$ cat src/rtl/lsu_pkg.sv
// Shared encodings for the load/store master: access sizes,
// response error codes, FSM states and the request legality check.
package lsu_pkg;

   localparam logic [1:0] SZ_BYTE = 2'd0;
   localparam logic [1:0] SZ_HALF = 2'd1;
   localparam logic [1:0] SZ_WORD = 2'd2;

   localparam logic [1:0] ERR_OK       = 2'd0;
   localparam logic [1:0] ERR_MISALIGN = 2'd1;
   localparam logic [1:0] ERR_TIMEOUT  = 2'd2;
   localparam logic [1:0] ERR_SIZE     = 2'd3;

   typedef enum logic [1:0] {
      ST_IDLE,
      ST_ISSUE,
      ST_WAIT,
      ST_RESP
   } state_t;

   function automatic logic [1:0] req_check(
      input logic [1:0] size,
      input logic [1:0] addr
   );
      logic [1:0] err;
      err = ERR_OK;
      if (size == 2'd3)
         err = ERR_SIZE;
      else if (size == SZ_HALF && addr[0])
         err = ERR_MISALIGN;
      else if (size == SZ_WORD && addr != 2'b00)
         err = ERR_MISALIGN;
      return err;
   endfunction

endpackage

$ cat src/rtl/lsu_lane.sv
// Byte-lane steering: byte enables, replicated store data and
// extracted/extended load data for one word-aligned access.
module lsu_lane
   import lsu_pkg::*;
(
   input  logic [1:0]  i_size,
   input  logic [1:0]  i_addr,
   input  logic [31:0] i_wdata,
   input  logic [31:0] i_rdata,
   input  logic        i_sign,
   output logic [3:0]  o_be,
   output logic [31:0] o_wdata,
   output logic [31:0] o_rdata
);

   logic [31:0] w_bsh;
   logic [31:0] w_hsh;
   logic [7:0]  w_b;
   logic [15:0] w_h;

   assign w_bsh = i_rdata >> {i_addr, 3'b000};
   assign w_hsh = i_rdata >> {i_addr[1], 4'b0000};
   assign w_b   = w_bsh[7:0];
   assign w_h   = w_hsh[15:0];

   always_comb begin
      o_be    = 4'b0000;
      o_wdata = 32'h0;
      o_rdata = 32'h0;
      case (i_size)
         SZ_BYTE: begin
            o_be    = 4'b0001 << i_addr;
            o_wdata = {4{i_wdata[7:0]}};
            o_rdata = {{24{i_sign & w_b[7]}}, w_b};
         end
         SZ_HALF: begin
            o_be    = 4'b0011 << {i_addr[1], 1'b0};
            o_wdata = {2{i_wdata[15:0]}};
            o_rdata = {{16{i_sign & w_h[15]}}, w_h};
         end
         SZ_WORD: begin
            o_be    = 4'b1111;
            o_wdata = i_wdata;
            o_rdata = i_rdata;
         end
         default: ;
      endcase
   end

endmodule

$ cat src/rtl/lsu_master.sv
// Load/store initiator: one outstanding word-aligned memory access
// with a ready/rvalid handshake, timeout and load extension.
module lsu_master
   import lsu_pkg::*;
#(
   parameter int TIMEOUT = 16,
   parameter int ADDR_W  = 32
) (
   input  logic              clk,
   input  logic              reset,
   input  logic              req_valid,
   output logic              req_ready,
   input  logic              req_we,
   input  logic [1:0]        req_size,
   input  logic              req_sign,
   input  logic [ADDR_W-1:0] req_addr,
   input  logic [31:0]       req_wdata,
   input  logic [31:0]       req_pc,
   output logic              resp_valid,
   output logic [31:0]       resp_rdata,
   output logic [1:0]        resp_err,
   output logic              stall,
   output logic              mem_valid,
   input  logic              mem_ready,
   output logic [ADDR_W-1:0] mem_addr,
   output logic              mem_we,
   output logic [3:0]        mem_be,
   output logic [31:0]       mem_wdata,
   input  logic              mem_rvalid,
   input  logic [31:0]       mem_rdata
);

   localparam int CW = $clog2(TIMEOUT + 1);
   localparam logic [CW-1:0] CNT_MAX = CW'(TIMEOUT - 1);

   state_t            r_state;
   state_t            w_next;
   logic [ADDR_W-1:0] r_addr;
   logic [1:0]        r_size;
   logic              r_sign;
   logic              r_we;
   logic [31:0]       r_wdata;
   logic [31:0]       r_pc;
   logic [1:0]        r_err;
   logic [31:0]       r_rdata;
   logic [CW-1:0]     r_cnt;

   logic [1:0]  w_chk;
   logic [3:0]  w_be;
   logic [31:0] w_wdata;
   logic [31:0] w_ext;
   logic [31:0] w_wmask;

   assign w_chk = req_check(req_size, req_addr[1:0]);

   lsu_lane u_lane (
      .i_size  (r_size),
      .i_addr  (r_addr[1:0]),
      .i_wdata (r_wdata),
      .i_rdata (mem_rdata),
      .i_sign  (r_sign),
      .o_be    (w_be),
      .o_wdata (w_wdata),
      .o_rdata (w_ext)
   );

   always_ff @(posedge clk or negedge reset) begin
      if (!reset)
         r_state <= ST_IDLE;
      else
         r_state <= w_next;
   end

   always_comb begin
      w_next = r_state;
      case (r_state)
         ST_IDLE:
            if (req_valid)
               w_next = (w_chk == ERR_OK) ? ST_ISSUE : ST_RESP;
         ST_ISSUE:
            if (mem_ready)
               w_next = mem_rvalid ? ST_RESP : ST_WAIT;
         ST_WAIT:
            if (mem_rvalid || r_cnt == CNT_MAX)
               w_next = ST_RESP;
         default:
            w_next = ST_IDLE;
      endcase
   end

   always_ff @(posedge clk or negedge reset) begin
      if (!reset) begin
         r_addr  <= '0;
         r_size  <= 2'b00;
         r_sign  <= 1'b0;
         r_we    <= 1'b0;
         r_wdata <= 32'h0;
         r_pc    <= 32'h0;
         r_err   <= ERR_OK;
         r_rdata <= 32'h0;
         r_cnt   <= '0;
      end else begin
         case (r_state)
            ST_IDLE:
               if (req_valid) begin
                  r_addr  <= req_addr;
                  r_size  <= req_size;
                  r_sign  <= req_sign;
                  r_we    <= req_we;
                  r_wdata <= req_wdata;
                  r_pc    <= req_pc;
                  r_err   <= w_chk;
                  r_rdata <= 32'h0;
               end
            ST_ISSUE:
               if (mem_ready) begin
                  r_cnt <= '0;
                  if (mem_rvalid && !r_we)
                     r_rdata <= w_ext;
               end
            ST_WAIT:
               if (mem_rvalid) begin
                  if (!r_we)
                     r_rdata <= w_ext;
               end else begin
                  r_cnt <= r_cnt + 1'b1;
                  if (r_cnt == CNT_MAX)
                     r_err <= ERR_TIMEOUT;
               end
            default: ;
         endcase
      end
   end

   assign req_ready  = (r_state == ST_IDLE);
   assign resp_valid = (r_state == ST_RESP);
   assign resp_err   = resp_valid ? r_err : ERR_OK;
   assign resp_rdata = resp_valid ? r_rdata : 32'h0;
   assign stall      = (req_valid & ~req_ready) | (r_state != ST_IDLE);

   // Command outputs are forced to zero outside ISSUE.
   assign mem_valid = (r_state == ST_ISSUE);
   assign mem_addr  = mem_valid ? {r_addr[ADDR_W-1:2], 2'b00} : '0;
   assign mem_we    = mem_valid & r_we;
   assign mem_be    = mem_valid ? w_be : 4'b0000;
   assign mem_wdata = mem_valid ? w_wdata : 32'h0;

   always_comb begin
      w_wmask = r_wdata;
      case (r_size)
         SZ_BYTE: w_wmask = {24'h0, r_wdata[7:0]};
         SZ_HALF: w_wmask = {16'h0, r_wdata[15:0]};
         default: ;
      endcase
   end

`ifndef SYNTHESIS
   always @(posedge clk)
      if (reset && r_state == ST_ISSUE && mem_ready && r_we)
         $display("@%h: *%h <= %h", r_pc, r_addr, w_wmask);
`endif

endmodule

$ cat config.mk
export PLATFORM = sky130hd
export DESIGN_NAME = lsu_master
export DESIGN_NICKNAME = d
export VERILOG_FILES = /design/src/rtl/lsu_pkg.sv /design/src/rtl/lsu_lane.sv /design/src/rtl/lsu_master.sv
export SDC_FILE = /design/constraint.sdc
export NUM_CORES = 1
export LEC_CHECK = 0
export CORE_ASPECT_RATIO = 1.75
export CORE_MARGIN = 2
export CORE_UTILIZATION = 45
export CTS_BUF_LIST = sky130_fd_sc_hd__clkbuf_4 sky130_fd_sc_hd__clkbuf_8
export CTS_CLUSTER_DIAMETER = 60
export DETAILED_ROUTE_END_ITERATION = 6
export PLACE_DENSITY = 0.85
export SLEW_MARGIN = 10
export SYNTH_ARGS = -nofsm -noshare
export SYNTH_HDL_FRONTEND = slang
export SYNTH_SLANG_ARGS = --single-unit
$ cat constraint.sdc
create_clock -name clk -period 4.63 [get_ports clk]
set_input_delay 1.389 -clock clk [delete_from_list [all_inputs] [get_ports clk]]
set_output_delay 1.389 -clock clk [all_outputs]
set_load 0.1 [all_outputs]
==> results of run 1 <==
## per-stage QoR
step / worst slack, ps / instances / TNS, ps / hold slack, ps
6_report: 757 / 939 / 0 / 493
5_1_grt: 537 / 939 / 0 / 516
4_1_cts: 756 / 939 / 0 / 492
3_5_place_dp: 884 / 925 / 0 / 468
3_3_place_gp: 982 / 925 / 0 / 459
2_1_floorplan: -23.9 / 583 / -47.8 / 442
## critical path, cell delays in order, from the launching register on
cell and delay [ps]:
dfrtp_1 410, ha_1 860, clkinv_1 340, nor2_1 190, buf_4 310
## placed cells by master, fill, tap and decap left out, types with 4 or more instances in the layout
| cell type | count |
|---|---|
| a221oi_1 | 8 |
| o221ai_2 | 10 |
| clkdlybuf4s50_1 | 104 |
| o21ai_0 | 31 |
| a21oi_1 | 32 |
| o221ai_1 | 7 |
| mux2i_1 | 4 |
| nand3_1 | 19 |
| a222oi_1 | 7 |
| nor2_1 | 12 |
| and2_1 | 80 |
| buf_12 | 17 |
| a22o_1 | 4 |
| clkbuf_8 | 9 |
| o21ai_1 | 6 |
| nor2b_1 | 12 |
| and3_1 | 10 |
| inv_1 | 10 |
| mux2_2 | 77 |
| nor2b_2 | 9 |
| dfrtp_1 | 109 |
| nand2_1 | 51 |
| buf_4 | 99 |
| ha_1 | 6 |
| nand2b_1 | 4 |
## layer usage
layer | global-route usage, % | share of wire [%] | up-vias
met5 | 0 | 0 | -
met4 | 12.5 | 4.5 | 0
met3 | 4.72 | 5.6 | 45
met2 | 44.3 | 55 | 231
met1 | 25.2 | 35 | 2528
li1 | - | - | 2396
## cells by family (layout without fill, tap and decap cells)
kind of cell | Yosys count | after routing
flip-flops | 109 | 109
other | 1 | 2
adder cells (fa/ha/maj) | 7 | 7
buffers and inverters | 60 | 245
AND/OR/NAND/NOR | 205 | 205
AO/OA/AOI/OAI | 118 | 118
multiplexers | 82 | 82
## layout make-up
type	count	area share (%)
Multi-Input combinational cell	414	36.2
Sequential cell	109	32.7
Timing Repair Buffer	220	25.5
Tap cell	171	2.57
Clock buffer	10	1.58
Clock inverter	4	0.901
Inverter	11	0.495
## flip-flops by register name (all words and copies together), names as in the netlist
| register | cells |
|---|---|
| r_addr | 32 |
| r_cnt | 5 |
| r_err | 2 |
| r_rdata | 32 |
| r_sign | 1 |
| r_size | 2 |
| r_state | 2 |
| r_wdata | 32 |
| r_we | 1 |
## worst min path at each step
| stage | end | slack [ps] | cells after the start |
|---|---|---|---|
| floorplan | r_rdata[0] | 440 | 2 |
| global placement | r_rdata[15] | 460 | 2 |
| detailed placement | r_rdata[21] | 470 | 2 |
| CTS | r_rdata[21] | 490 | 2 |
| global route | r_rdata[3] | 520 | 2 |
| finish | r_rdata[21] | 490 | 2 |
==> metrics.txt, run 1 <==
synth cell count leaders=dfrtp_1, and2_1, mux2_2; DP Wirelength=12800 um; Final Cycle Share=83.7%; CP Class=register to primary output; Initial Util=46.2%; reg-to-reg endpoint=r_rdata[18]; Port-buffer cells=209; CTS sink count=109; num ports=244; fin area=0.00833 mm2; Fillers=1048; CTS tree=done; drt drc=0; num rows=55; critical path startpoint=r_state[0]; Reg area=0.00273 mm2; cts repair resizes=0; Antenna Diode Count=0; all-layer global routing usage=23.9%; Core ar.=0.0129 mm2; Clock Path Buffers=2; XOR/XNOR share of the synthesized area=0%; final hold vios=0; unrepaired setup endpoints after global routing=no; largest net degree at the start of global routing=87; run status=completed; Layout Nets=909; worst hold path class=register to register; Rel. slew slack=26.1%; register bit count reported by yosys=109; crit path capture type=primary output; Vias/cell=5.54; Yosys warnings=0; crit path max fanout=37; DR vias=5200; initial antenna violation count=0; simple-gate share of the synthesized area=18.7%; hold_buf cts=0; Placed Area=0.00813 mm2; die area=0.0143 mm2; Setup Buffers After CTS=0; crit path launch type=register; largest area contributor in the netlist=dfrtp_1; worst reg2reg path startpoint=r_state[0]; clock transition at the registers of the reported paths=100 ps; share of the synthesized area in the top cell type=45.6%; layout cells sized above 1=30.6%; R2R depth=5; WL/cell=18.2 um; first-pass GRT wire length=27200 um; 1st-pass router iterations=5; vias in the first global route=5434; H-tree Lvls=3; critical path required time=3240 ps; Fmax achieved=258 MHz; most common cell in the netlist=dfrtp_1; skew final=7.62 ps; Post-synth EDFFs=0; Clock Tree Root=clkbuf_8; synth unique cells=46; post-synthesis compound-gate area fraction=14.1%; Slew Limit Fails=0; shortest period the worst path allows=3870 ps; Die Span X=91.2 um; clock latency at the later pin of the worst-skew pair=370 ps; final core utilization=64.4%; CP endpoint=resp_err[0]; Area Overhead vs Synth=39.3%; CP arrival=2480 ps; largest family of logic cells by synthesized area=simple AND/OR/NAND/NOR gates; Seq/Total Area, Yosys=45.6%; DRT antenna net count=0; Die Y-Extent=157 um; top cells by area, synth=dfrtp_1, mux2_2, and2_1; hold_sp=r_rdata[21]; setup violators final=0; area occupied by multi-input gates=0.00302 mm2; Synth Area in Adders=1.46%; asr flop ratio synth=100%; r2r setup slk=1530 ps; Post-Syn Area per Cell=10.3 um2; RD Place Congestion=0.934; ys flop type=dfrtp_1; Num CTS Buffers=9; Syn Inst Count=582; slew of the pin with the lowest slew margin=1110 ps; Initial DRC Count=237; Max-Cap Viols=0; mux contribution to synthesized area=15.5%; Post-Syn Area=0.00598 mm2; Routed WL=17100 um; gr ovfl total=0
Power of run 1 is left out: the tool's default activity adds up to more than one toggle a clock period on the data nets, which glitch-free logic cannot reach.
==> run 2, diff against run 1 <==
==> constraint.sdc (replaced) <==
create_clock -name clk -period 3.9 [get_ports clk]
set_input_delay 1.17 -clock clk [delete_from_list [all_inputs] [get_ports clk]]
set_output_delay 1.17 -clock clk [all_outputs]
set_load 0.1 [all_outputs]
==> run 2 against run 1 <==
  * The flow now finishes with violations (design-rule violations)
  * Final area up 3.2%
  * Core utilization up 2.1 points
  * Cell count rose by 0.53%
  * Via count is 2.2% higher
  * Count of clock-buffer cells in the layout increased by 1
  * Worst setup slack worse by 210 ps
  * Hold slack is essentially flat
  * Critical path depth grew 1
==> metrics.txt, run 2 (same netlist as run 1, synthesis figures left out) <==
vias in the first global route=5545; hold_buf cts=0; Initial Util=46.2%; Die Y-Extent=157 um; gr ovfl total=0; Crit-path slowest cell=ha_2; final hold vios=0; Area Overhead vs Synth=43.7%; clock transition at the registers of the reported paths=110 ps; num ports=244; worst hold path class=register to register; Routed WL=17800 um; RD Place Congestion=0.904; CTS tree=done; crit-path max cell delay=490 ps; 1st-pass router iterations=7; Setup Buffers After CTS=0; Slew Limit Fails=0; commonest non-fill, non-tap cell in the layout=dfrtp_1; Die Span X=91.2 um; setup_tns=0 ps; run status=finished with violations; crit-path most repeated cell=buf_4; first-pass GRT wire length=28300 um; skew final=20.5 ps; Core ar.=0.0129 mm2; WL/cell=18.8 um; critical path required time=2730 ps; crit path max fanout=26; H-tree Lvls=3; Final Cycle Share=86.0%; Antenna Diode Count=0; all-layer global routing usage=25.0%; CP Class=register to primary output; hold slack=492 ps; CP arrival=2180 ps; Clock Tree Root=clkbuf_8; Layout Nets=912; DP Wirelength=13200 um; unrepaired setup endpoints after global routing=no; DRT antenna net count=0; crit path launch type=register; Regs by FF count=r_addr x32, r_rdata x32, r_wdata x32; Rel. slew slack=32.3%; largest net degree at the start of global routing=57; failing checks=design-rule violations; Port-buffer cells=209; initial antenna violation count=0; cts repair resizes=0; Num CTS Buffers=9; CP delay by family, top=buffers and inverters; num rows=55; die area=0.0143 mm2; Initial DRC Count=330; most frequent cells in the layout=dfrtp_1, clkdlybuf4s50_1, buf_4; DR vias=5315; drt drc=4; Max-Cap Viols=0; Vias/cell=5.63; layout cells sized above 1=31.3%; clock latency at the later pin of the worst-skew pair=370 ps; CTS sink count=109; crit path capture type=primary output; setup violators final=0; slew of the pin with the lowest slew margin=1020 ps; shortest period the worst path allows=3350 ps; Clock Path Buffers=2; Fmax achieved=298 MHz; CP Cell Sequence=inv_1 > ha_2 > buf_4 > and2_1 > buf_4; crit path buf inv count=3
run 2: cell type report:
cell class                      instances  area (um2)
Tap cell                              171         214
Fill cell                             985        4340
Clock buffer                           11         145
Clock inverter                          5        42.5
Timing Repair Buffer                  223        2380
Inverter                               11        41.3
Multi-Input combinational cell        414        3050
Sequential cell                       109        2730
run 2: stage by stage:
step | setup WS, ps | instances | area [um2] | util [%]
final | 545 | 944 | 8600 | 66.5
after global routing | 368 | 944 | 8600 | 66.5
after CTS | 497 | 944 | 8600 | 66.5
after detailed placement | 415 | 928 | 8410 | 65.0
after global placement | 530 | 928 | 8410 | 65.0
after floorplan | -535 | 583 | 6030 | -
run 2: path summary, 6_finish.rpt:
path	startpoint	to	slack, ps	depth (start not counted)
max reg2reg	r_state[1]	r_rdata[21]	970	7
min in group asynchronous	reset	r_addr[18]	820	1
max	r_state[1]	mem_we	550	5
min	r_rdata[15]	r_rdata[15]	490	2
max in group asynchronous	reset	r_addr[3]	2270	2
min reg2reg	r_rdata[15]	r_rdata[15]	490	2
run 2: worst reg2reg max path: stages, from the launching register on:
cell,delay (ps)
dfrtp_1,430
inv_1,120
ha_2,490
buf_4,310
nor2_1,90
o2111ai_4,210
a311o_1,820
o221ai_1,280
run 2: layer usage:
metal / track usage [%] / wire (um)
met5: 0 / 0
met4: 14.3 / 934
met3: 5.10 / 1080
met2: 44.1 / 9540
met1: 27.7 / 6190
Power of run 2 is left out for the same reason.
